File: src/rtl/axi_mem_burst_sched_pkg.sv
// Shared types and helpers for the AXI memory burst scheduler: FSM states,
// burst/response encodings and per-beat address arithmetic.
package axi_mem_sched_pkg;

  typedef enum logic [1:0] {
    StIdle      = 2'd0,
    StRead      = 2'd1,
    StWrite     = 2'd2,
    StWriteResp = 2'd3
  } state_e;

  typedef logic [1:0]  burst_t;
  typedef logic [1:0]  resp_t;
  typedef logic [63:0] addr_t;

  localparam burst_t BurstFixed = 2'd0;
  localparam burst_t BurstIncr  = 2'd1;
  localparam burst_t BurstWrap  = 2'd2;
  localparam burst_t BurstRsvd  = 2'd3;

  localparam resp_t RespOkay   = 2'd0;
  localparam resp_t RespSlverr = 2'd2;

  function automatic logic wrap_len_ok(logic [7:0] len);
    return (len == 8'd1) || (len == 8'd3) || (len == 8'd7) || (len == 8'd15);
  endfunction

  function automatic logic burst_err(burst_t burst, logic [7:0] len,
                                     logic [2:0] size, logic [2:0] max_size);
    return (burst == BurstRsvd) || (size > max_size) ||
           ((burst == BurstWrap) && !wrap_len_ok(len));
  endfunction

  // Malformed bursts still run their full length, walking as INCR.
  function automatic burst_t eff_burst(burst_t burst, logic [7:0] len);
    return ((burst == BurstRsvd) || ((burst == BurstWrap) && !wrap_len_ok(len)))
           ? BurstIncr : burst;
  endfunction

  function automatic addr_t next_beat_addr(addr_t addr, logic [7:0] len,
                                           logic [2:0] size, burst_t burst);
    addr_t step;
    addr_t mask;
    addr_t nxt;
    step = 64'd1 << size;
    mask = ((addr_t'(len) + 64'd1) << size) - 64'd1;
    nxt  = addr + step;
    case (burst)
      BurstFixed: return addr;
      BurstWrap:  return (addr & ~mask) | (nxt & mask);
      default:    return nxt;
    endcase
  endfunction

endpackage

File: src/rtl/axi_mem_burst_sched_if.sv
// AX/W/B handshake and memory beat-request bundle of the burst scheduler.
// The slave modport is the scheduler's view; master is the environment's.
interface axi_mem_burst_sched_if
  import axi_mem_sched_pkg::*;
#(
  parameter int AddrWidth = 64,
  parameter int IdWidth   = 6
);
  logic                 aw_valid_i;
  logic                 aw_ready_o;
  logic [AddrWidth-1:0] aw_addr_i;
  logic [7:0]           aw_len_i;
  logic [2:0]           aw_size_i;
  burst_t               aw_burst_i;
  logic [IdWidth-1:0]   aw_id_i;

  logic                 ar_valid_i;
  logic                 ar_ready_o;
  logic [AddrWidth-1:0] ar_addr_i;
  logic [7:0]           ar_len_i;
  logic [2:0]           ar_size_i;
  burst_t               ar_burst_i;
  logic [IdWidth-1:0]   ar_id_i;

  logic                 w_valid_i;
  logic                 w_ready_o;
  logic                 w_last_i;

  logic                 mem_req_o;
  logic                 mem_gnt_i;
  logic                 mem_we_o;
  logic [AddrWidth-1:0] mem_addr_o;
  logic [IdWidth-1:0]   mem_id_o;
  logic                 mem_last_o;
  logic                 mem_err_o;

  logic                 b_valid_o;
  logic                 b_ready_i;
  logic [IdWidth-1:0]   b_id_o;
  resp_t                b_resp_o;

  modport slave (
    input  aw_valid_i, aw_addr_i, aw_len_i, aw_size_i, aw_burst_i, aw_id_i,
    input  ar_valid_i, ar_addr_i, ar_len_i, ar_size_i, ar_burst_i, ar_id_i,
    input  w_valid_i, w_last_i, mem_gnt_i, b_ready_i,
    output aw_ready_o, ar_ready_o, w_ready_o,
    output mem_req_o, mem_we_o, mem_addr_o, mem_id_o, mem_last_o, mem_err_o,
    output b_valid_o, b_id_o, b_resp_o
  );

  modport master (
    output aw_valid_i, aw_addr_i, aw_len_i, aw_size_i, aw_burst_i, aw_id_i,
    output ar_valid_i, ar_addr_i, ar_len_i, ar_size_i, ar_burst_i, ar_id_i,
    output w_valid_i, w_last_i, mem_gnt_i, b_ready_i,
    input  aw_ready_o, ar_ready_o, w_ready_o,
    input  mem_req_o, mem_we_o, mem_addr_o, mem_id_o, mem_last_o, mem_err_o,
    input  b_valid_o, b_id_o, b_resp_o
  );

endinterface

File: src/rtl/axi_mem_burst_sched_addr_gen.sv
// Beat address and beat counter for the active burst; loads the start
// address on acceptance and steps once per granted beat.
module axi_burst_addr_gen
  import axi_mem_sched_pkg::*;
#(
  parameter int AddrWidth = 64
) (
  input  logic                 clk_i,
  input  logic                 rst_i,
  input  logic                 load_i,
  input  logic [AddrWidth-1:0] start_addr_i,
  input  logic [7:0]           len_i,
  input  logic [2:0]           size_i,
  input  burst_t               burst_i,
  input  logic                 advance_i,
  output logic [AddrWidth-1:0] addr_o,
  output logic [7:0]           cnt_o,
  output logic                 last_o
);

  logic [AddrWidth-1:0] addr_q, addr_d;
  logic [7:0]           cnt_q, cnt_d;
  addr_t                next_addr_s;

  assign next_addr_s = next_beat_addr(addr_t'(addr_q), len_i, size_i, burst_i);

  // Next address/count: load on acceptance, step on a granted beat.
  always_comb begin
    addr_d = addr_q;
    cnt_d  = cnt_q;
    if (load_i) begin
      addr_d = start_addr_i;
      cnt_d  = 8'd0;
    end else if (advance_i) begin
      addr_d = AddrWidth'(next_addr_s);
      cnt_d  = cnt_q + 8'd1;
    end else begin
      addr_d = addr_q;
      cnt_d  = cnt_q;
    end
  end

  // Address and counter registers.
  always_ff @(posedge clk_i or posedge rst_i) begin
    if (rst_i) begin
      addr_q <= '0;
      cnt_q  <= 8'd0;
    end else begin
      addr_q <= addr_d;
      cnt_q  <= cnt_d;
    end
  end

  assign addr_o = addr_q;
  assign cnt_o  = cnt_q;
  assign last_o = (cnt_q == len_i);

endmodule

File: src/rtl/axi_mem_burst_sched.sv
// Shares one single-ported memory between AXI read and write bursts:
// round-robin AX arbitration, per-beat memory requests, W pacing and B response.
module axi_mem_burst_sched
  import axi_mem_sched_pkg::*;
#(
  parameter int AddrWidth = 64,
  parameter int IdWidth   = 6,
  parameter int DataWidth = 128
) (
  input  logic                 clk_i,
  input  logic                 rst_i,
  axi_mem_burst_sched_if.slave bus
);

  localparam logic [2:0] MaxSize = 3'($clog2(DataWidth / 8));

  state_e               state_q, state_d;
  logic                 prefer_rd_q, prefer_rd_d;
  logic [7:0]           len_q, len_d;
  logic [2:0]           size_q, size_d;
  burst_t               burst_q, burst_d;
  logic [IdWidth-1:0]   id_q, id_d;
  logic                 err_q, err_d;

  logic                 grant_rd_s, grant_wr_s, load_s, advance_s;
  logic                 aw_ready_s, ar_ready_s, w_ready_s;
  logic                 mem_req_s, mem_we_s, b_valid_s;
  logic [AddrWidth-1:0] start_addr_s, beat_addr_s;
  logic [7:0]           beat_cnt_s;
  logic                 beat_last_s;

  // Readies are masked by reset so they fall together with the async reset.
  assign grant_rd_s = bus.ar_valid_i & ~rst_i & (~bus.aw_valid_i | prefer_rd_q);
  assign grant_wr_s = bus.aw_valid_i & ~rst_i & (~bus.ar_valid_i | ~prefer_rd_q);

  // Next-state, burst latching and handshake outputs.
  always_comb begin
    state_d      = state_q;
    prefer_rd_d  = prefer_rd_q;
    len_d        = len_q;
    size_d       = size_q;
    burst_d      = burst_q;
    id_d         = id_q;
    err_d        = err_q;
    load_s       = 1'b0;
    advance_s    = 1'b0;
    start_addr_s = bus.ar_addr_i;
    aw_ready_s   = 1'b0;
    ar_ready_s   = 1'b0;
    w_ready_s    = 1'b0;
    mem_req_s    = 1'b0;
    mem_we_s     = 1'b0;
    b_valid_s    = 1'b0;
    case (state_q)
      StIdle: begin
        ar_ready_s = grant_rd_s;
        aw_ready_s = grant_wr_s;
        if (bus.ar_valid_i && bus.aw_valid_i) begin
          prefer_rd_d = ~prefer_rd_q;
        end else begin
          prefer_rd_d = prefer_rd_q;
        end
        if (grant_rd_s) begin
          load_s       = 1'b1;
          start_addr_s = bus.ar_addr_i;
          len_d        = bus.ar_len_i;
          size_d       = bus.ar_size_i;
          burst_d      = eff_burst(bus.ar_burst_i, bus.ar_len_i);
          id_d         = bus.ar_id_i;
          err_d        = burst_err(bus.ar_burst_i, bus.ar_len_i, bus.ar_size_i, MaxSize);
          state_d      = StRead;
        end else if (grant_wr_s) begin
          load_s       = 1'b1;
          start_addr_s = bus.aw_addr_i;
          len_d        = bus.aw_len_i;
          size_d       = bus.aw_size_i;
          burst_d      = eff_burst(bus.aw_burst_i, bus.aw_len_i);
          id_d         = bus.aw_id_i;
          err_d        = burst_err(bus.aw_burst_i, bus.aw_len_i, bus.aw_size_i, MaxSize);
          state_d      = StWrite;
        end else begin
          state_d = StIdle;
        end
      end
      StRead: begin
        mem_req_s = 1'b1;
        advance_s = bus.mem_gnt_i;
        if (bus.mem_gnt_i && beat_last_s) begin
          state_d = StIdle;
        end else begin
          state_d = StRead;
        end
      end
      StWrite: begin
        mem_req_s = bus.w_valid_i;
        mem_we_s  = 1'b1;
        w_ready_s = bus.mem_gnt_i;
        advance_s = bus.w_valid_i & bus.mem_gnt_i;
        // The counter decides burst length; a misplaced w_last only flags an error.
        if (advance_s) begin
          if (bus.w_last_i != (beat_cnt_s == len_q)) begin
            err_d = 1'b1;
          end else begin
            err_d = err_q;
          end
          if (beat_last_s) begin
            state_d = StWriteResp;
          end else begin
            state_d = StWrite;
          end
        end else begin
          state_d = StWrite;
        end
      end
      StWriteResp: begin
        b_valid_s = 1'b1;
        if (bus.b_ready_i) begin
          state_d = StIdle;
        end else begin
          state_d = StWriteResp;
        end
      end
      default: begin
        state_d = StIdle;
      end
    endcase
  end

  // State, arbitration pointer and latched burst attributes.
  always_ff @(posedge clk_i or posedge rst_i) begin
    if (rst_i) begin
      state_q     <= StIdle;
      prefer_rd_q <= 1'b1;
      len_q       <= 8'd0;
      size_q      <= 3'd0;
      burst_q     <= BurstFixed;
      id_q        <= '0;
      err_q       <= 1'b0;
    end else begin
      state_q     <= state_d;
      prefer_rd_q <= prefer_rd_d;
      len_q       <= len_d;
      size_q      <= size_d;
      burst_q     <= burst_d;
      id_q        <= id_d;
      err_q       <= err_d;
    end
  end

  axi_burst_addr_gen #(
    .AddrWidth(AddrWidth)
  ) u_addr_gen (
    .clk_i       (clk_i),
    .rst_i       (rst_i),
    .load_i      (load_s),
    .start_addr_i(start_addr_s),
    .len_i       (len_q),
    .size_i      (size_q),
    .burst_i     (burst_q),
    .advance_i   (advance_s),
    .addr_o      (beat_addr_s),
    .cnt_o       (beat_cnt_s),
    .last_o      (beat_last_s)
  );

  assign bus.aw_ready_o = aw_ready_s;
  assign bus.ar_ready_o = ar_ready_s;
  assign bus.w_ready_o  = w_ready_s;
  assign bus.mem_req_o  = mem_req_s;
  assign bus.mem_we_o   = mem_we_s;
  assign bus.mem_addr_o = beat_addr_s;
  assign bus.mem_id_o   = id_q;
  assign bus.mem_last_o = beat_last_s & ((state_q == StRead) | (state_q == StWrite));
  assign bus.mem_err_o  = err_q;
  assign bus.b_valid_o  = b_valid_s;
  assign bus.b_id_o     = id_q;
  assign bus.b_resp_o   = (b_valid_s && err_q) ? RespSlverr : RespOkay;

endmodule
File: src/flat_wrapper.sv
// flat-port wrapper written by rule: the top's interface ports become plain ports
module axi_mem_burst_sched_flat import axi_mem_sched_pkg::*;
#(
  parameter int AddrWidth = 64,
  parameter int IdWidth   = 6,
  parameter int DataWidth = 128
)
  (clk_i, rst_i, bus_aw_valid_i, bus_aw_addr_i, bus_aw_len_i, bus_aw_size_i, bus_aw_burst_i, bus_aw_id_i, bus_ar_valid_i, bus_ar_addr_i, bus_ar_len_i, bus_ar_size_i, bus_ar_burst_i, bus_ar_id_i, bus_w_valid_i, bus_w_last_i, bus_mem_gnt_i, bus_b_ready_i, bus_aw_ready_o, bus_ar_ready_o, bus_w_ready_o, bus_mem_req_o, bus_mem_we_o, bus_mem_addr_o, bus_mem_id_o, bus_mem_last_o, bus_mem_err_o, bus_b_valid_o, bus_b_id_o, bus_b_resp_o);
  axi_mem_burst_sched_if #(.AddrWidth(AddrWidth), .IdWidth(IdWidth)) bus_i ();
  input  logic clk_i;
  input  logic rst_i;
  input wire logic [$bits(bus_i.aw_valid_i)-1:0] bus_aw_valid_i;
  input wire logic [$bits(bus_i.aw_addr_i)-1:0] bus_aw_addr_i;
  input wire logic [$bits(bus_i.aw_len_i)-1:0] bus_aw_len_i;
  input wire logic [$bits(bus_i.aw_size_i)-1:0] bus_aw_size_i;
  input wire logic [$bits(bus_i.aw_burst_i)-1:0] bus_aw_burst_i;
  input wire logic [$bits(bus_i.aw_id_i)-1:0] bus_aw_id_i;
  input wire logic [$bits(bus_i.ar_valid_i)-1:0] bus_ar_valid_i;
  input wire logic [$bits(bus_i.ar_addr_i)-1:0] bus_ar_addr_i;
  input wire logic [$bits(bus_i.ar_len_i)-1:0] bus_ar_len_i;
  input wire logic [$bits(bus_i.ar_size_i)-1:0] bus_ar_size_i;
  input wire logic [$bits(bus_i.ar_burst_i)-1:0] bus_ar_burst_i;
  input wire logic [$bits(bus_i.ar_id_i)-1:0] bus_ar_id_i;
  input wire logic [$bits(bus_i.w_valid_i)-1:0] bus_w_valid_i;
  input wire logic [$bits(bus_i.w_last_i)-1:0] bus_w_last_i;
  input wire logic [$bits(bus_i.mem_gnt_i)-1:0] bus_mem_gnt_i;
  input wire logic [$bits(bus_i.b_ready_i)-1:0] bus_b_ready_i;
  output wire logic [$bits(bus_i.aw_ready_o)-1:0] bus_aw_ready_o;
  output wire logic [$bits(bus_i.ar_ready_o)-1:0] bus_ar_ready_o;
  output wire logic [$bits(bus_i.w_ready_o)-1:0] bus_w_ready_o;
  output wire logic [$bits(bus_i.mem_req_o)-1:0] bus_mem_req_o;
  output wire logic [$bits(bus_i.mem_we_o)-1:0] bus_mem_we_o;
  output wire logic [$bits(bus_i.mem_addr_o)-1:0] bus_mem_addr_o;
  output wire logic [$bits(bus_i.mem_id_o)-1:0] bus_mem_id_o;
  output wire logic [$bits(bus_i.mem_last_o)-1:0] bus_mem_last_o;
  output wire logic [$bits(bus_i.mem_err_o)-1:0] bus_mem_err_o;
  output wire logic [$bits(bus_i.b_valid_o)-1:0] bus_b_valid_o;
  output wire logic [$bits(bus_i.b_id_o)-1:0] bus_b_id_o;
  output wire logic [$bits(bus_i.b_resp_o)-1:0] bus_b_resp_o;
  assign bus_i.aw_valid_i = bus_aw_valid_i;
  assign bus_i.aw_addr_i = bus_aw_addr_i;
  assign bus_i.aw_len_i = bus_aw_len_i;
  assign bus_i.aw_size_i = bus_aw_size_i;
  assign bus_i.aw_burst_i = bus_aw_burst_i;
  assign bus_i.aw_id_i = bus_aw_id_i;
  assign bus_i.ar_valid_i = bus_ar_valid_i;
  assign bus_i.ar_addr_i = bus_ar_addr_i;
  assign bus_i.ar_len_i = bus_ar_len_i;
  assign bus_i.ar_size_i = bus_ar_size_i;
  assign bus_i.ar_burst_i = bus_ar_burst_i;
  assign bus_i.ar_id_i = bus_ar_id_i;
  assign bus_i.w_valid_i = bus_w_valid_i;
  assign bus_i.w_last_i = bus_w_last_i;
  assign bus_i.mem_gnt_i = bus_mem_gnt_i;
  assign bus_i.b_ready_i = bus_b_ready_i;
  assign bus_aw_ready_o = bus_i.aw_ready_o;
  assign bus_ar_ready_o = bus_i.ar_ready_o;
  assign bus_w_ready_o = bus_i.w_ready_o;
  assign bus_mem_req_o = bus_i.mem_req_o;
  assign bus_mem_we_o = bus_i.mem_we_o;
  assign bus_mem_addr_o = bus_i.mem_addr_o;
  assign bus_mem_id_o = bus_i.mem_id_o;
  assign bus_mem_last_o = bus_i.mem_last_o;
  assign bus_mem_err_o = bus_i.mem_err_o;
  assign bus_b_valid_o = bus_i.b_valid_o;
  assign bus_b_id_o = bus_i.b_id_o;
  assign bus_b_resp_o = bus_i.b_resp_o;
  axi_mem_burst_sched #(.AddrWidth(AddrWidth), .IdWidth(IdWidth), .DataWidth(DataWidth)) u_core (.clk_i(clk_i), .rst_i(rst_i), .bus(bus_i));
endmodule
File: config.mk
export PLATFORM = sky130hd
export DESIGN_NAME = axi_mem_burst_sched_flat
export DESIGN_NICKNAME = d
export VERILOG_FILES = /design/src/rtl/axi_mem_burst_sched_pkg.sv /design/src/rtl/axi_mem_burst_sched_if.sv /design/src/rtl/axi_mem_burst_sched_addr_gen.sv /design/src/rtl/axi_mem_burst_sched.sv /design/src/flat_wrapper.sv
export SDC_FILE = /design/constraint.sdc
export NUM_CORES = 1
export LEC_CHECK = 0
export BUFFER_PORTS_ARGS = -buffer_cell sky130_fd_sc_hd__buf_4
export CAP_MARGIN = 20
export CORE_MARGIN = 2
export CORE_UTILIZATION = 58
export CTS_CLUSTER_SIZE = 20
export DETAILED_ROUTE_END_ITERATION = 16
export PLACE_DENSITY = 0.85
export SLEW_MARGIN = 20
export SYNTH_ARGS = -nofsm -noshare
export SYNTH_HDL_FRONTEND = slang
export SYNTH_HIERARCHICAL = 1
export SYNTH_SLANG_ARGS = --single-unit
export TNS_END_PERCENT = 1
File: constraint.sdc
create_clock -name clk_i -period 12.11 [get_ports clk_i]
set_clock_uncertainty 0.05 [all_clocks]
set_input_delay 1.8165 -clock clk_i [delete_from_list [all_inputs] [get_ports clk_i]]
set_output_delay 1.8165 -clock clk_i [all_outputs]
set_load 0.1 [all_outputs]
Yosys cells after proc, flatten, opt, wreduce, memory -nomap -nowiden:

Cells that the tools add are included.

* register bits after elaboration: 95
* latch bits: 0
* memory bits (writable): 0
* ROM bits: 0
* bits of input ports: 174
* output and inout bits: 86
* word-level logic and storage cells: 125
* memories: 0

* $add $sub $neg: 4
* multipliers: 0
* div/mod/pow operators: 0
* order comparisons: 2
* equal/unequal tests: 22
* shift operators: 2
* muxes and demuxes: 41
* bitwise gates (word level): 17
* reductions and logical operators: 28

Operators by type and width (count)
* 2-to-1 mux 64 bit: 5
* bitwise AND 64 bit: 2
* case mux 64 bit (2 select lines): 1
* adder 64 bit: 1
* NOT 64 bit: 1
* bitwise OR 64 bit: 1
* left shift 1 x 3 -> 64 bit (first input constant): 1
* left shift 9 x 3 -> 64 bit: 1
* subtractor 64 x 1 -> 64 bit (second input constant): 1
* 2-to-1 mux 8 bit: 4
* == test 8 x 1 -> 1 bit (second input constant): 2
* == test 8 x 2 -> 1 bit (second input constant): 2
* == test 8 x 3 -> 1 bit (second input constant): 2
* == test 8 x 4 -> 1 bit (second input constant): 2
* 2-to-1 mux 2 bit: 8
* 2-to-1 mux 1 bit: 15
* == test 2 bit (second input constant): 7
* logical OR 1 bit: 12
* 2-to-1 mux 6 bit: 2
* adder 8 x 1 -> 9 bit (second input constant): 1
* adder 8 x 1 -> 8 bit (second input constant): 1
* == test 8 bit: 1
* case mux 2 bit (4 select lines): 1
* bitwise AND 1 bit: 6
* 15 further kinds: 36

Depth between registers and ports, before layout:

Gate-level depths: netlist of run 1.

* depth in word-level cells: 10
* mapped depth: 18

By module:

Netlist of run 1, hierarchy kept.

Modules (own cells, without submodules)
* axi_burst_addr_gen: times used 1, cells an instance 814, area an instance 6321.1 µm²
* axi_mem_burst_sched: times used 1, cells an instance 234, area an instance 2489.9 µm²

Least setup slack after synthesis of run 1:

No wires, ideal clock.

* path type: input -> output
* start: in rst_i
* end: out bus_ar_ready_o
* arrival: 4009 ps
* setup slack: 6234 ps
* cell stages on the path: 3
* path buffers: 0
* path through: inv_1 -> nand3_1 -> nor2_1

* cells in the longest elaborated chain, start to end: 4

RTL lines
* start, declared: line flat_wrapper.sv:11 `input logic rst_i;`
* NOT 1 bit: line axi_mem_burst_sched.sv:33 `assign grant_rd_s = bus.ar_valid_i & ~rst_i & (~bus.aw_valid_i | prefer_rd_q);`
* bitwise AND 1 bit (2 in series): line axi_mem_burst_sched.sv:33
* 2-to-1 mux 1 bit: line axi_mem_burst_sched.sv:54 `case (state_q)`
* end, declared: line flat_wrapper.sv:29 `output wire logic [$bits(bus_i.ar_ready_o)-1:0] bus_ar_ready_o;`

Every way passes these cells.

==> qor.csv, run 1 <==
metric;value;unit
drt first-iter violations;756;
routed len/inst;18.2;um
area delta synth->final;24.4;%
full die area;16200;um^2
Critical Path End Type;register;
Finished Layout Cells;1451;
Die H;127;um
Leakage Power;4.71;nW
worst endpoint required time;12350;ps
Chip Width;127;um
clk sink count;95;
Crit. Startpoint;rst_i;
row count;45;
largest net degree at the start of global routing;104;
Post-synth ARST share;100;%
cts hold-fix bufs;0;
Max VDD drop;0.291;mV
Clk Latency, worst-skew pair;350;ps
worst r2r src;u_core/size_q[2]$_DFFE_PP0P_;
crit path DAT;5760;ps
grt ovf;0;
CP startpoint kind;input port;
Synth Instances;1048;
via/cell ratio;6.19;
Slew Limit Fails;0;
Initial Util;58.6;%
DR vias;8984;
DP HPWL;19500;um
pwr dens;284;nW/um^2
Post-CTS Setup Bufs;0;
Relative slew margins;27.0;%
syn nets;1239;
met3 wire length;1950;um
layout cells sized above 1;30.2;%
GP Congestion;0.959;
Resize count post-CTS;0;
fill count;1182;
Max Fanout on Critical Path;103;
total core area;15000;um^2
worst reg2reg setup slack;7330;ps
final worst path period need;5520;ps
clock-pin transition on the worst setup and hold timing paths;70;ps
run status;complete, no violations;
library cells used by synthesis;91;
DRT Pass-1 Iters;5;
CTS tree;built;
number of global-route vias before repair;8153;
top sig layer;met4;
Final Cycle Share;45.6;%
Syn Area/Cell;8.41;um^2
synth warn;6;
I/O pins;260;
Slew @ Worst Pin;1090;ps
DRC Markers;0;
Synth Flop Type;dfrtp_1;
initial antenna violation count;0;
Seq/Total Area, Yosys;27.0;%
CTS buffer count;9;
WL met2;12300;um
unrepaired setup endpoints after global routing;false;
first-pass GRT wire length;41700;um
Total Wirelength;26400;um
final antenna-violating net count;0;
Post-synth EDFFs;0;
Setup Total Neg Slack;0;ps
Post-Syn Area;8810;um^2
R2R cell count;15;
fmax;0.181;GHz
met1 wire length;11400;um
Total Routing Usage GR;31.7;%
CTS max path bufs;2;
CTS root buffer;clkbuf_16;
Placed Cells;1435;
htree depth;3;
Crit Path Category;in -> reg;
nets@finish;1449;
Finish-stage setup viols;0;
# diodes;0;
max_cap viols;0;
worst hold-check path type;reg -> reg;
final hold vios;0;
#FFs+latches synth;95;
port bufs;258;
## synth_stat cells (9+ instances only)
master,number,share of area (%)
a31oi_1,32,2.3
or3_1,19,1.3
buf_6,9,1.2
o21ai_0,66,3.7
nand2b_1,20,1.4
nor2_1,93,4.0
nor2b_1,16,1.1
nand2_1,112,4.8
xor2_1,15,1.5
mux2_4,51,8.7
dfrtp_1,94,27
mux2i_1,41,4.7
clkbuf_1,36,1.5
inv_1,25,1.1
ha_1,16,2.3
nor3_1,33,1.9
buf_2,13,0.74
and2_1,16,1.1
nand3_1,39,2.2
nor4_1,12,0.85
nand4_1,20,1.4
a21oi_1,34,1.9
mux2_2,21,2.7
xnor2_1,28,2.8
or4_1,10,0.85
a22oi_1,16,1.4
o31ai_1,10,0.85
and3_1,12,0.85
## worst max-delay path, stage by stage
cell      delay [ps]
buf_4            110
inv_1            700
o211ai_2         180
buf_4            280
inv_2             70
buf_4            760
inv_2            690
nand2_1          300
o21ai_0          270
nor3_1           260
nand4_1          130
nand3_1          100
## worst min-delay path by stage
| stage | start | end | cells past startpoint |
|---|---|---|---|
| 6_report | u_core/prefer_rd_q$_DFFE_PP1P_ | u_core/prefer_rd_q$_DFFE_PP1P_ | 1 |
| 3_5_place_dp | u_core/prefer_rd_q$_DFFE_PP1P_ | u_core/prefer_rd_q$_DFFE_PP1P_ | 1 |
| 5_1_grt | u_core/prefer_rd_q$_DFFE_PP1P_ | u_core/prefer_rd_q$_DFFE_PP1P_ | 1 |
| 2_1_floorplan | u_core/size_q[1]$_DFFE_PP0P_ | u_core/size_q[1]$_DFFE_PP0P_ | 2 |
| 3_3_place_gp | u_core/prefer_rd_q$_DFFE_PP1P_ | u_core/prefer_rd_q$_DFFE_PP1P_ | 1 |
| 4_1_cts | u_core/prefer_rd_q$_DFFE_PP1P_ | u_core/prefer_rd_q$_DFFE_PP1P_ | 1 |
## power by group
| group | total [W] | switching, W | leakage (nW) | internal, W |
|---|---|---|---|---|
| registers | 0.000638 | 0.000195 | 1.09 | 0.000442 |
| clock network | 0.000279 | 0.000132 | 0.138 | 0.000147 |
| logic | 0.00220 | 0.00156 | 3.48 | 0.000640 |
| total | 0.00312 | 0.00189 | 4.71 | 0.00123 |
## logic make-up (layout without fill, tap and decap cells)
group,Yosys count,after routing,synth area share [%]
simple gates,443,443,26.3
flops,95,95,27.0
fa+ha+maj,17,17,2.50
buf+inv,95,310,5.48
mux,113,113,16.0
xor+xnor,43,43,4.27
other cells,1,1,0.0426
compound gates,241,241,18.4
## stage by stage
stage / util, % / cell area [um^2] / hold slack [ps] / power, W / setup WS (ps)
after floorplan: - / 8810 / 395 / 0.00236 / 6230
after global placement: 71.0 / 10700 / 435 / 0.00278 / 6380
after detailed placement: 71.0 / 10700 / 443 / 0.00281 / 6270
after CTS: 72.9 / 11000 / 450 / 0.00310 / 6620
after global routing: 72.9 / 11000 / 478 / 0.00329 / 6120
final: 72.9 / 11000 / 447 / 0.00312 / 6590
## per-layer routing
layer / vias up / global-route usage, %
li1: 4273 / -
met1: 4240 / 43.4
met2: 429 / 51.8
met3: 42 / 4.82
met4: 0 / 10.7
met5: - / 0
## layout by cell type (no fill, tap or decap), types with 21 or more instances in the layout
cell type,Yosys,routed
a21oi_1,34,34
a31oi_1,32,32
buf_4,7,268
dfrtp_1,94,94
inv_1,25,22
mux2_2,21,21
mux2_4,51,51
mux2i_1,41,41
nand2_1,112,112
nand3_1,39,39
nor2_1,93,93
nor3_1,33,33
o21ai_0,66,66
xnor2_1,28,28
## final cells by class
class | count | area, um^2 | share of cell area [%]
Clock buffer | 11 | 243 | 2.21
Clock inverter | 5 | 41.3 | 0.377
Inverter | 26 | 97.6 | 0.890
Multi-Input combinational cell | 858 | 5950 | 54.3
Sequential cell | 95 | 2380 | 21.7
Tap cell | 188 | 235 | 2.15
Timing Repair Buffer | 268 | 2010 | 18.4
Power figures use the tool's default switching activity.
==> run 2: changes to the inputs <==
- ABC_AREA: unset -> 1
- CORE_UTILIZATION: 58 -> 50
- PLACE_DENSITY: 0.85 -> 0.76
- clock period: 12.11 -> 4.75 ns (I/O delays scaled with it)
==> qor.csv, run 2 <==
metric;value;unit;change
run status;complete, no violations;;
Clk Latency, worst-skew pair;370;ps;+20 ps
most common cell in the netlist;nand2_1;;
cts hold-fix bufs;0;;unchanged
final worst path period need;4200;ps;
library cells used by synthesis;53;;-42%
Synth Instances;1661;;+58%
Relative slew margins;27.9;%;+0.95 points
via/cell ratio;5.42;;-12%
crit-path cells;clkinv_1 > nand2_1 > nor2_1 > ha_1 > nand2_1 > nor2_1 > nand2_1 > o211ai_2 > nand2_1 > nor3_1 > nand2_1 > xor2_1 > nand2_1 > o21ai_0 > nand2_1 > nand2_1;;
fmax;0.238;GHz;
max_cap viols;0;;unchanged
port bufs;258;;unchanged
Commonest cells post-synth;672 x nand2_1, 158 x inv_1, 146 x nor2_1;;
clock-pin transition on the worst setup and hold timing paths;80;ps;about the same
initial antenna violation count;1;;+1
design area;12100;um^2;+10%
Final Cycle Share;88.5;%;
grt ovf;0;;unchanged
Post-Syn Area;9790;um^2;+11%
Yosys top cell area share;25.8;%;-0.92 points
crit path DAT;4450;ps;-1310 ps
CTS tree;built;;
final hold vios;0;;unchanged
Slew @ Worst Pin;1080;ps;-10.3 ps
GR met2 Demand/Resource;54.1;%;+2.3 points
worst endpoint required time;5000;ps;-7350 ps
area delta synth->final;23.2;%;
Post-synth ARST share;100;%;unchanged
Slew Limit Fails;0;;unchanged
nets@finish;2067;;+43%
Max VDD drop;0.597;mV;+110%
I/O pins;260;;unchanged
Resize count post-CTS;0;;unchanged
CTS root buffer;clkbuf_16;;
commonest non-fill, non-tap cell in the layout;nand2_1;;
Die H;144;um;+13%
routed len/inst;16.9;um;-7.2%
layout cells sized above 1;20.0;%;-10 points
Total Routing Usage GR;34.0;%;+2.2 points
slowest CP cell;dfrtp_1;;
CP startpoint kind;register;;
Seq/Total Area, Yosys;24.3;%;-2.7 points
Post-synth EDFFs;0;;unchanged
DRC Markers;0;;unchanged
DP HPWL;28500;um;+46%
Leakage Power;6.02;nW;+28%
Max Fanout on Critical Path;18;;-83%
GP Congestion;0.971;;+1.3%
largest cells by area after synthesis;nand2_1 26%, dfrtp_1 24%, inv_1 6.1%, nor2_1 5.6%, nand3_1 5.2%;;
#FFs+latches synth;95;;unchanged
pwr dens;737;nW/um^2;+160%
Worst path max stage delay;700;ps;-60 ps
clk sink count;95;;unchanged
CTS max path bufs;2;;unchanged
synth warn;6;;unchanged
drt first-iter violations;969;;+28%
final antenna-violating net count;0;;unchanged
Worst path most repeated cell;nand2_1;;
Synth Flop Type;dfrtp_1;;
Crit Path Category;reg -> reg;;
Place WS;781;ps;-5490 ps
syn nets;1852;;+49%
DRT Pass-1 Iters;6;;+1
Critical Path End Type;register;;
CP bufs+invs;1;;-5
cell taking the most area after synthesis;nand2_1;;
full die area;20700;um^2;+28%
total core area;19300;um^2;+29%
Setup Total Neg Slack;0;ps;unchanged
unrepaired setup endpoints after global routing;false;;
first-pass GRT wire length;54400;um;+31%
GRT met3 Usage;6.80;%;+2.0 points
most frequent cells in the layout;672 x nand2_1, 267 x buf_4, 157 x inv_1;;
DR vias;11600;;+30%
Chip Width;144;um;+13%
largest net degree at the start of global routing;99;;-4.8%
htree depth;3;;unchanged
setup ws final;546;ps;-6040 ps
row count;51;;+13%
busiest grt layer;met2;;
Finish-stage setup viols;0;;unchanged
Total Wirelength;36200;um;+37%
worst hold-check path type;in -> async;;
number of global-route vias before repair;10300;;+27%
M1 GR Usage;45.9;%;+2.5 points
Post-CTS Setup Bufs;0;;unchanged
Initial Util;50.6;%;-8.0 points
Syn Area/Cell;5.89;um^2;-30%
Top delay family on crit path;simple AND/OR/NAND/NOR gates;;
dpl cell area;11700;um^2;+10%
CTS buffer count;9;;unchanged
[run 2: kinds of logic (layout without fill, tap and decap cells)]
| logic type | Yosys count | in the layout | share of synthesized area, % |
|---|---|---|---|
| adder cells (fa/ha/maj) | 17 | 17 | 2.25 |
| AND/OR/NAND/NOR | 1077 | 1077 | 47.6 |
| other | 1 | 2 | 0.0383 |
| XOR/XNOR | 22 | 22 | 1.97 |
| buffers and inverters | 236 | 456 | 10.5 |
| flip-flops | 95 | 95 | 24.3 |
| AO/OA/AOI/OAI | 204 | 204 | 12.4 |
| multiplexers | 9 | 9 | 0.921 |
[run 2: worst reg2reg max path, stage by stage, from the launching register on]
cell	delay [ps]
dfrtp_1	700
clkinv_1	460
nand2_1	200
nor2_1	70
ha_1	380
nand2_1	130
nor2_1	260
nand2_1	110
o211ai_2	270
nand2_1	240
nor3_1	490
nand2_1	200
xor2_1	180
nand2_1	70
o21ai_0	160
nand2_1	80
nand2_1	100
[run 2: final cells by class]
class                      instances  area, um^2
antenna                            1        2.50
clock buffer                       9         225
clock inverter                     7        88.8
fill                            1957        7270
inverter                         173         654
multi-input combinational       1330        6380
sequential                        95        2380
tap                              265         332
timing repair buffer             267        2000
[run 2: metrics by stage]
stage / instances / power [W] / utilization (%) / hold slack [ps]
after global placement: 2130 / 0.00798 / 60.7 / 449
after global routing: 2146 / 0.00947 / 62.4 / 454
final: 2147 / 0.00889 / 62.4 / 439
after CTS: 2146 / 0.00886 / 62.4 / 440
after detailed placement: 2130 / 0.00804 / 60.7 / 452
after floorplan: 1661 / 0.00656 / - / 424
[run 2: power breakdown]
| group | switching [W] | internal [W] |
|---|---|---|
| Sequential | 0.000593 | 0.00114 |
| Clock | 0.000378 | 0.000422 |
| Combinational | 0.00478 | 0.00158 |
| Total | 0.00575 | 0.00314 |
[run 2: metal layers]
layer,up-vias,wire (um)
met5,-,0
met3,75,3080
met4,0,1070
met1,5285,15600
li1,5736,-
met2,550,16400
[run 2: path summary, 6_finish.rpt]
| check | endpoint | from | slack, ps | depth (start not counted) |
|---|---|---|---|---|
| min reg2reg | u_core/prefer_rd_q$_DFFE_PP1P_ | u_core/prefer_rd_q$_DFFE_PP1P_ | 480 | 2 |
| max reg2reg | register | u_core/size_q[1]$_DFFE_PP0P_ | 550 | 16 |
| min | u_core/bus.b_id_o[2]$_DFFE_PP0P_ | rst_i | 440 | 3 |
| max in group asynchronous | async pin | rst_i | 3090 | 3 |
| max | register | u_core/size_q[1]$_DFFE_PP0P_ | 550 | 16 |
| min in group clk_i | u_core/prefer_rd_q$_DFFE_PP1P_ | u_core/prefer_rd_q$_DFFE_PP1P_ | 480 | 2 |
==> run 3: changes to the inputs <==
- CORE_ASPECT_RATIO: unset -> 0.9
==> qor.csv, run 3 (synthesis gave the netlist of run 2 again) <==
metric;value;unit;change
run status;complete, no violations;;
cts hold-fix bufs;0;;unchanged
Slew Limit Fails;0;;unchanged
most frequent cells in the layout;672 x nand2_1, 270 x buf_4, 156 x inv_1;;
commonest non-fill, non-tap cell in the layout;nand2_1;;
I/O pins;260;;unchanged
final worst path period need;3980;ps;-225 ps
CTS max path bufs;2;;unchanged
area delta synth->final;23.3;%;about the same
DP HPWL;27700;um;-2.9%
instance count on the critical path;20;;+4
initial antenna violation count;1;;unchanged
Worst path most repeated cell;nand2_1;;
Clk Latency, worst-skew pair;370;ps;about the same
crit-path cells;buf_4 > nor3_1 > ha_1 > inv_1 > fa_1 > nor2_1 > a21oi_1 > o21ai_2 > nand2_2 > nor2_4 > nand2_1 > nor2_1 > nand2_1 > nor2_1 > nand2_1 > nand2_1 > nand3_1 > o21ai_1 > nand2_1 > o21ai_1;;
Fin Hold WS;372;ps;-67.0 ps
row count;48;;-5.9%
drt first-iter violations;1059;;+9.3%
DR vias;11700;;+0.78%
Initial Util;51.1;%;+0.47 points
worst endpoint required time;4990;ps;about the same
Crit. Startpoint;u_core/size_q[1]$_DFFE_PP0P_;;
R2R cell count;20;;+4
DRT Pass-1 Iters;5;;-1
layout cells sized above 1;20.2;%;+0.18 points
Net Switching;0.00577;W;+0.29%
worst r2r src;u_core/size_q[1]$_DFFE_PP0P_;;
Die H;137;um;-5.0%
Total Routing Usage GR;34.2;%;+0.25 points
fmax;0.251;GHz;+5.7%
final antenna-violating net count;0;;unchanged
clk sink count;95;;unchanged
clock share of power;9.1;%;about the same
Critical Path End Type;register;;
total core area;19200;um^2;-0.91%
sequential share of power;19.3;%;-0.2 points
Max VDD drop;0.728;mV;+22%
Leakage Power;6.04;nW;+0.28%
routed len/inst;16.8;um;-0.35%
slowest CP cell;dfrtp_1;;
P_int;0.00316;W;+0.51%
via/cell ratio;5.50;;+1.3%
full die area;20700;um^2;about the same
crit path DAT;4220;ps;-230 ps
Logic pwr share;71.6;%;about the same
switching share of power;64.6;%;about the same
Total Wirelength;35900;um;-0.91%
CTS buffer count;9;;unchanged
Slew @ Worst Pin;1010;ps;-68.3 ps
Post-CTS Setup Bufs;0;;unchanged
pwr dens;739;nW/um^2;+0.29%
Resize count post-CTS;0;;unchanged
nets@finish;2070;;+0.15%
Placed Cells;2118;;-0.56%
max_cap viols;0;;unchanged
fill count;1951;;-0.31%
htree depth;3;;unchanged
Setup Total Neg Slack;0;ps;unchanged
first-pass GRT wire length;55600;um;+2.2%
Crit Path Category;reg -> reg;;
unrepaired setup endpoints after global routing;false;;
Finish-stage setup viols;0;;unchanged
CTS tree;built;;
Max Fanout on Critical Path;11;;-7
Worst path max stage delay;520;ps;-180 ps
final hold vios;0;;unchanged
number of global-route vias before repair;10800;;+4.7%
CTS root buffer;clkbuf_16;;
Finished Layout Cells;2135;;-0.56%
largest net degree at the start of global routing;92;;-7.1%
GP Congestion;1.01;;+3.7%
Chip Width;151;um;+5.3%
clock-pin transition on the worst setup and hold timing paths;80;ps;about the same
port bufs;258;;unchanged
Top delay family on crit path;simple AND/OR/NAND/NOR gates;;
CP startpoint kind;register;;
DRC Markers;0;;unchanged
Relative slew margins;32.5;%;+4.6 points
worst reg2reg setup slack;770;ps;+220 ps
CP bufs+invs;2;;+1
Final Cycle Share;83.8;%;-4.7 points
grt ovf;0;;unchanged
worst hold-check path type;in -> async;;
## run 3: how the worst min path moves through the flow
stage,endpoint,slack [ps],from,depth (start not counted)
2_1_floorplan,u_core/burst_q[0]$_DFFE_PP0P_,420,u_core/burst_q[0]$_DFFE_PP0P_,2
4_1_cts,u_core/state_q[0]$_DFF_PP0_,370,rst_i,3
5_1_grt,u_core/state_q[0]$_DFF_PP0_,390,rst_i,3
3_3_place_gp,u_core/prefer_rd_q$_DFFE_PP1P_,450,u_core/prefer_rd_q$_DFFE_PP1P_,2
6_report,u_core/state_q[0]$_DFF_PP0_,370,rst_i,3
3_5_place_dp,u_core/burst_q[0]$_DFFE_PP0P_,460,u_core/burst_q[0]$_DFFE_PP0P_,2
## run 3: metrics by stage
| step | total power, W | cell area (um^2) | util (%) | setup WS (ps) |
|---|---|---|---|---|
| floorplan | 0.00656 | 9790 | - | 189 |
| global placement | 0.00796 | 11700 | 61.3 | 967 |
| detailed placement | 0.00804 | 11700 | 61.3 | 895 |
| CTS | 0.00887 | 12100 | 63.0 | 862 |
| global route | 0.00949 | 12100 | 63.0 | 501 |
| finish | 0.00893 | 12100 | 63.0 | 771 |
## run 3: layer usage
layer / global-route usage (%) / part of all wire [%] / vias up
met5: 0 / 0 / -
met4: 9.71 / 2.3 / 0
met3: 7.60 / 10 / 69
met2: 54.0 / 44 / 572
met1: 47.1 / 44 / 5344
li1: - / - / 5752
## run 3: layout make-up
type / count / area [um^2] / area share, %
Antenna cell: 1 / 2.50 / 0.0207
Clock buffer: 9 / 225 / 1.87
Clock inverter: 7 / 93.8 / 0.777
Inverter: 173 / 656 / 5.43
Multi-Input combinational cell: 1330 / 6380 / 52.8
Sequential cell: 95 / 2380 / 19.7
Tap cell: 250 / 313 / 2.59
Timing Repair Buffer: 270 / 2030 / 16.8
## run 3: worst register-to-register path, cell delays in order, from the launching register on
cell     delay, ps
dfrtp_1        520
buf_4          230
nor3_1         200
ha_1           180
inv_1           90
fa_1           410
nor2_1         160
a21oi_1        140
o21ai_2        280
nand2_2        140
nor2_4         150
nand2_1        120
nor2_1         350
nand2_1        210
nor2_1         190
nand2_1         70
nand2_1         60
nand3_1         60
o21ai_1        140
nand2_1         60
o21ai_1        100
## run 3: power groups by stage
| stage | clock, W | sequential (W) | combinational [W] |
|---|---|---|---|
| floorplan | 0 | 0.00330 | 0.00326 |
| global placement | 0 | 0.00173 | 0.00624 |
| detailed placement | 0 | 0.00172 | 0.00632 |
| CTS | 0.000817 | 0.00171 | 0.00634 |
| global route | 0.000847 | 0.00178 | 0.00686 |
| finish | 0.000808 | 0.00173 | 0.00639 |
